<file path="src/rtl/crd_drop.sv">
`default_nettype none
// ============================================================================
// Module  : crd_drop
// Purpose : Drops outer coordinates whose inner fiber is empty and folds the
//           stop tokens of those empty fibers into a single pending stop.
// Rev     : 1.0  initial release
// ============================================================================

module crd_drop (
    input  logic        clk,
    input  logic        rst,
    input  logic        clk_en,
    input  logic        flush,
    input  logic        tile_en,
    input  logic [16:0] outer_crd_in,
    input  logic        outer_crd_in_valid,
    output logic        outer_crd_in_ready,
    input  logic [16:0] inner_crd_in,
    input  logic        inner_crd_in_valid,
    output logic        inner_crd_in_ready,
    output logic [16:0] outer_crd_out,
    output logic        outer_crd_out_valid,
    input  logic        outer_crd_out_ready,
    output logic [16:0] inner_crd_out,
    output logic        inner_crd_out_valid,
    input  logic        inner_crd_out_ready
);

    typedef enum logic [2:0] {
        S_OUTER = 3'd0,
        S_FIBER = 3'd1,
        S_BODY  = 3'd2,
        S_DRAIN = 3'd3,
        S_DONE  = 3'd4
    } state_t;

    state_t      state_q, state_d;
    logic [15:0] hold_q, hold_d;
    logic        pend_valid_q, pend_valid_d;
    logic [7:0]  pend_lvl_q, pend_lvl_d;
    // Per-output "already delivered" flags for the paired FIBER emission.
    logic        osent_q, osent_d, isent_q, isent_d;

    logic        w_clr, w_act;
    logic        w_o_data, w_o_done, w_i_data, w_i_stop, w_i_done;
    logic [16:0] w_pend_tok;
    logic        w_oin_fire, w_iin_fire, w_oout_fire, w_iout_fire;

    assign w_clr      = rst | flush;
    assign w_act      = tile_en & ~w_clr;
    assign w_o_data   = ~outer_crd_in[16];
    assign w_o_done   = outer_crd_in[16] & outer_crd_in[8];
    assign w_i_data   = ~inner_crd_in[16];
    assign w_i_done   = inner_crd_in[16] & inner_crd_in[8];
    assign w_i_stop   = inner_crd_in[16] & ~inner_crd_in[8];
    assign w_pend_tok = {9'h100, pend_lvl_q};

    always_comb begin : p_out
        outer_crd_in_ready  = 1'b0;
        inner_crd_in_ready  = 1'b0;
        outer_crd_out       = '0;
        outer_crd_out_valid = 1'b0;
        inner_crd_out       = '0;
        inner_crd_out_valid = 1'b0;
        case (state_q)
            S_OUTER: begin
                if (w_o_data) begin
                    outer_crd_in_ready = 1'b1;
                end else begin
                    outer_crd_out       = outer_crd_in;
                    outer_crd_out_valid = outer_crd_in_valid;
                    outer_crd_in_ready  = outer_crd_out_ready;
                end
            end
            S_FIBER: begin
                if (w_i_data) begin
                    if (pend_valid_q) begin
                        inner_crd_out       = w_pend_tok;
                        inner_crd_out_valid = inner_crd_in_valid;
                    end else begin
                        outer_crd_out       = {1'b0, hold_q};
                        outer_crd_out_valid = inner_crd_in_valid & ~osent_q;
                        inner_crd_out       = inner_crd_in;
                        inner_crd_out_valid = inner_crd_in_valid & ~isent_q;
                        inner_crd_in_ready  = (outer_crd_out_ready | osent_q) &
                                              (inner_crd_out_ready | isent_q);
                    end
                end else if (w_i_stop) begin
                    if (pend_valid_q || inner_crd_in[7:0] == 8'd0) begin
                        inner_crd_in_ready = 1'b1;
                    end else begin
                        inner_crd_out       = inner_crd_in;
                        inner_crd_out_valid = inner_crd_in_valid;
                        inner_crd_in_ready  = inner_crd_out_ready;
                    end
                end
            end
            S_BODY: begin
                if (w_i_data) begin
                    inner_crd_out       = inner_crd_in;
                    inner_crd_out_valid = inner_crd_in_valid;
                    inner_crd_in_ready  = inner_crd_out_ready;
                end else if (w_i_stop) begin
                    inner_crd_in_ready = 1'b1;
                end
            end
            S_DRAIN: begin
                if (w_i_done) begin
                    if (pend_valid_q) begin
                        inner_crd_out       = w_pend_tok;
                        inner_crd_out_valid = inner_crd_in_valid;
                    end else begin
                        inner_crd_out       = inner_crd_in;
                        inner_crd_out_valid = inner_crd_in_valid;
                        inner_crd_in_ready  = inner_crd_out_ready;
                    end
                end
            end
            default: ;
        endcase
        if (!w_act) begin
            outer_crd_in_ready  = 1'b0;
            inner_crd_in_ready  = 1'b0;
            outer_crd_out_valid = 1'b0;
            inner_crd_out_valid = 1'b0;
        end
        if (w_clr) begin
            outer_crd_out = '0;
            inner_crd_out = '0;
        end
    end

    assign w_oin_fire  = outer_crd_in_valid  & outer_crd_in_ready  & clk_en;
    assign w_iin_fire  = inner_crd_in_valid  & inner_crd_in_ready  & clk_en;
    assign w_oout_fire = outer_crd_out_valid & outer_crd_out_ready & clk_en;
    assign w_iout_fire = inner_crd_out_valid & inner_crd_out_ready & clk_en;

    always_comb begin : p_next
        state_d      = state_q;
        hold_d       = hold_q;
        pend_valid_d = pend_valid_q;
        pend_lvl_d   = pend_lvl_q;
        osent_d      = osent_q;
        isent_d      = isent_q;
        case (state_q)
            S_OUTER: begin
                if (w_oin_fire) begin
                    if (w_o_data) begin
                        hold_d  = outer_crd_in[15:0];
                        state_d = S_FIBER;
                    end else if (w_o_done) begin
                        state_d = S_DRAIN;
                    end
                end
            end
            S_FIBER: begin
                if (w_i_data && pend_valid_q) begin
                    if (w_iout_fire) begin
                        pend_valid_d = 1'b0;
                        pend_lvl_d   = '0;
                    end
                end else if (w_i_data) begin
                    osent_d = osent_q | w_oout_fire;
                    isent_d = isent_q | w_iout_fire;
                    if (w_iin_fire) begin
                        osent_d = 1'b0;
                        isent_d = 1'b0;
                        state_d = S_BODY;
                    end
                end else if (w_iin_fire) begin
                    hold_d  = '0;
                    state_d = S_OUTER;
                    if (pend_valid_q && inner_crd_in[7:0] > pend_lvl_q)
                        pend_lvl_d = inner_crd_in[7:0];
                end
            end
            S_BODY: begin
                if (w_iin_fire && w_i_stop) begin
                    pend_valid_d = 1'b1;
                    pend_lvl_d   = inner_crd_in[7:0];
                    state_d      = S_OUTER;
                end
            end
            S_DRAIN: begin
                if (w_iout_fire) begin
                    if (pend_valid_q) begin
                        pend_valid_d = 1'b0;
                        pend_lvl_d   = '0;
                    end else begin
                        state_d = S_DONE;
                    end
                end
            end
            S_DONE: begin
                if (clk_en)
                    state_d = S_OUTER;
            end
            default: state_d = S_OUTER;
        endcase
    end

    always_ff @(posedge clk) begin
        if (rst || flush) begin
            state_q      <= S_OUTER;
            hold_q       <= '0;
            pend_valid_q <= 1'b0;
            pend_lvl_q   <= '0;
            osent_q      <= 1'b0;
            isent_q      <= 1'b0;
        end else begin
            state_q      <= state_d;
            hold_q       <= hold_d;
            pend_valid_q <= pend_valid_d;
            pend_lvl_q   <= pend_lvl_d;
            osent_q      <= osent_d;
            isent_q      <= isent_d;
        end
    end

endmodule

`default_nettype wire

</file>
<file path="config.mk">
export PLATFORM = sky130hd
export DESIGN_NAME = crd_drop
export DESIGN_NICKNAME = d
export VERILOG_FILES = /design/src/rtl/crd_drop.sv
export SDC_FILE = /design/constraint.sdc
export NUM_CORES = 1
export LEC_CHECK = 0
export BUFFER_PORTS_ARGS = -buffer_cell sky130_fd_sc_hd__buf_2
export CAP_MARGIN = 25
export CORE_ASPECT_RATIO = 0.75
export CORE_UTILIZATION = 30
export DETAILED_ROUTE_END_ITERATION = 8
export PLACE_DENSITY = 0.51
export SLEW_MARGIN = 20
export SYNTH_ARGS = -nofsm -noshare
export SYNTH_HDL_FRONTEND = slang
export SYNTH_SLANG_ARGS = --single-unit
</file>
<file path="constraint.sdc">
create_clock -name clk -period 2.5 [get_ports clk]
set_clock_uncertainty 0.15 [all_clocks]
set_input_delay 0 -clock clk [delete_from_list [all_inputs] [get_ports clk]]
set_output_delay 0 -clock clk [all_outputs]
set_load 0.05 [all_outputs]
</file>
==> impl_metrics.toml <==
[sta]
final_hold_viol_count = 0
min_period_ps = 2390
finalCritPeriodShare_pct = 95.6
timing.fmax_mhz = 418
relSlewSlack_pct = 65.2
worst_slew_pin_slew_ps = 516
setup-violations-final = 0
maxSlewViolCount = 0
hold-worst-slack_ps = 55.9
rsz0062_at_grt = "true"

[yosys]
synthFlopType = "dfxtp_1"
yosysTopAreaCell = "dfxtp_1"
synth-edff-count = 0
ys_ff_latch = 30
synth_top_area_share_pct = 25.9
yosys-top-cells-count = "nor2_1, a22oi_1, dfxtp_1"
syn-cell-area_sq_um = 2320
async_flop_share_pct = 0
avgSynthCellArea_sq_um = 7.50
ys_warn_count = 0
synth_cells = 309
synthTopCellsByArea = "dfxtp_1, a22oi_1, nor2_1"
synth_nets = 360
synth_most_common_cell = "nor2_1"
seq_area_frac_synth_pct = 25.9
synth_cell_types = 50

[floorplan]
fp.dieH_microns = 78.1
initial_core_util_pct = 31.3
rows = 27
ios = 81
dieWidth_microns = 103
die-area_sq_um = 8080
core_sq_um = 7400

[critical_path]
rr_worst_depth = 7
end_kind = "output port"
rr_startpoint = "pend_valid_q"
crit_slowest_cell = "dlygate4sd3_1"
critPathMaxFanout = 15
cp_cell_sequence = "dlygate4sd3_1, buf_2, or4_4, o211ai_1, buf_4, o22ai_1, buf_4, a22oi_1, nor2_1, buf_4"
arrival_ps = 2240
critPathMostFrequentCell = "buf_4"
crit_buf_inv = 5
slowest_delay_ps = 530
critPathLaunchType = "input pin"
reg2reg_to = "hold_q[6]"
rrSetupSlack_ps = 200
crit_required_ps = 2350
path_delay_family = "buffers and inverters"
criticalPathCategory = "input pin to output port"

[power]
ir_worst_vdd_mv = 0.217
power.density_nw_per_um2 = 343
p_leak_nw = 1.38

[clocking]
clock-sinks = 30
cts_max_level = 2
cts_tree = "built"
clk_latency_ps = 290
cts_root_buffer = "clkbuf_8"
clkSlewWorstSetupHoldPaths_ps = 70
cts_buffers = 5
clockBufferDepth = 2

[global_route]
grt_max_degree = 22
grtUsageTotal_pct = 20.6
overflow = 0
grt_pass1_wl_microns = 13200
grt_pass1_vias = 2660
antenna_found_initial = 0

[min_path]
holdCritStartpoint = "inner_crd_in[8]"
hp-class = "input pin to register"
holdPathStages = 4
whs_endpoint = "pend_valid_q"

[detailed_routing]
finalWirelength_microns = 8080
drc = 0
antenna_left = 0
vias = 2806
wl_per_cell_microns = 15.3
viasPerCell = 5.30
first_iter_violations = 391
first_pass_iters = 7

[job]
maxCapViolations = 0

[cells_and_area]
area_growth_pct = 45.8
diodes = 0
drive_gt1_share_pct = 32.5
fin_area_sq_um = 3380
final_nets = 478

[placement]
place.gp.congestion = 0.907
io_buffers = 80
place_area_sq_um = 2970
hpwl_microns = 5840

[outcome]
outcome = "finished clean"
report_power, final:
part / switching [mW] / internal, mW / total [mW]
sequential: 0.00185 / 0.479 / 0.481
combinational: 0.151 / 0.107 / 0.257
clock: 0.200 / 0.221 / 0.421
total: 0.352 / 0.807 / 1.16
layout by cell type (no fill, tap or decap), types with 3 or more instances in the layout:
master / netlist / final
clkbuf_8: 0 / 6
dfxtp_1: 30 / 29
nor2b_1: 6 / 6
a22oi_1: 30 / 28
nor2_1: 56 / 55
and3_1: 12 / 12
a31oi_1: 3 / 3
nor3_1: 6 / 6
dlygate4sd3_1: 0 / 26
a22oi_2: 10 / 12
nand2b_1: 7 / 7
o21a_1: 3 / 3
a211o_1: 4 / 4
mux2i_1: 9 / 9
buf_2: 7 / 73
nand3_1: 5 / 5
o21ai_0: 7 / 7
a21oi_1: 14 / 14
inv_1: 12 / 12
ha_1: 8 / 8
nand4_1: 6 / 6
nand2_1: 25 / 25
buf_4: 0 / 28
o211ai_1: 3 / 3
kinds of logic (layout without fill, tap and decap cells):
kind of cell | after synthesis | in the layout | share of synthesized area [%]
AO/OA/AOI/OAI | 89 | 89 | 29.6
flip-flops | 30 | 30 | 25.9
adder cells (fa/ha/maj) | 8 | 8 | 4.32
buffers and inverters | 32 | 151 | 5.89
multiplexers | 9 | 9 | 3.89
AND/OR/NAND/NOR | 141 | 141 | 30.4
metal layers:
metal  up-vias  global-route usage, %  wire length, microns
met4         0                   6.20                   114
met2       105                   29.7                  3560
met3        19                   4.36                   556
met5         -                      0                     0
li1       1376                      -                     -
met1      1306                   30.3                  3850
repair_timing:
action / 4_1_cts / 5_1_grt
gates resized for setup: 0 / 20
hold endpoints to repair: 26 / 0
hold buffers: 26 / 0
buffers inserted: 0 / 1
endpoints found under the setup margin: 0 / 26
worst min-delay path, stage by stage:
cell	delay [ps]
buf_2	140
nor2b_1	100
a31oi_1	140
a311oi_1	60
metrics by stage:
step | cells | setup TNS [ps] | total power [mW] | utilization (%) | setup slack [ps]
floorplan | 309 | -70.9 | 0.613 | - | -70.9
global placement | 494 | 0 | 0.712 | 40.2 | 211
detailed placement | 494 | 0 | 0.711 | 40.2 | 254
CTS | 528 | 0 | 1.17 | 45.0 | 15.2
global route | 529 | -13.0 | 1.22 | 45.7 | -7.32
finish | 529 | 0 | 1.16 | 45.7 | 110
layout make-up:
| class | instances | area, sq um |
|---|---|---|
| clock inverter | 2 | 12.5 |
| clock buffer | 6 | 82.6 |
| inverter | 12 | 45.0 |
| timing repair buffer | 131 | 886 |
| fill | 751 | 4020 |
| tap | 101 | 126 |
| multi-input combinational | 247 | 1630 |
| sequential | 30 | 602 |
state kept, by name (all words and copies together), names as in the netlist:
name and count:
hold_q 16, osent_q 1, pend_lvl_q 8, isent_q 1, state_q 3, pend_valid_q 1
worst max path at each step:
| stage | from | to | slack, ps | depth (start not counted) |
|---|---|---|---|---|
| global route | inner_crd_in[4] | inner_crd_out[5] | -7 | 10 |
| floorplan | state_q[0] | osent_q | -70 | 7 |
| CTS | inner_crd_in[0] | inner_crd_out[1] | 20 | 9 |
| global placement | state_q[1] | pend_lvl_q[2] | 210 | 7 |
| detailed placement | pend_valid_q | hold_q[3] | 250 | 7 |
| finish | inner_crd_in[4] | inner_crd_out[3] | 110 | 10 |
(Power assumes the default switching activity.)
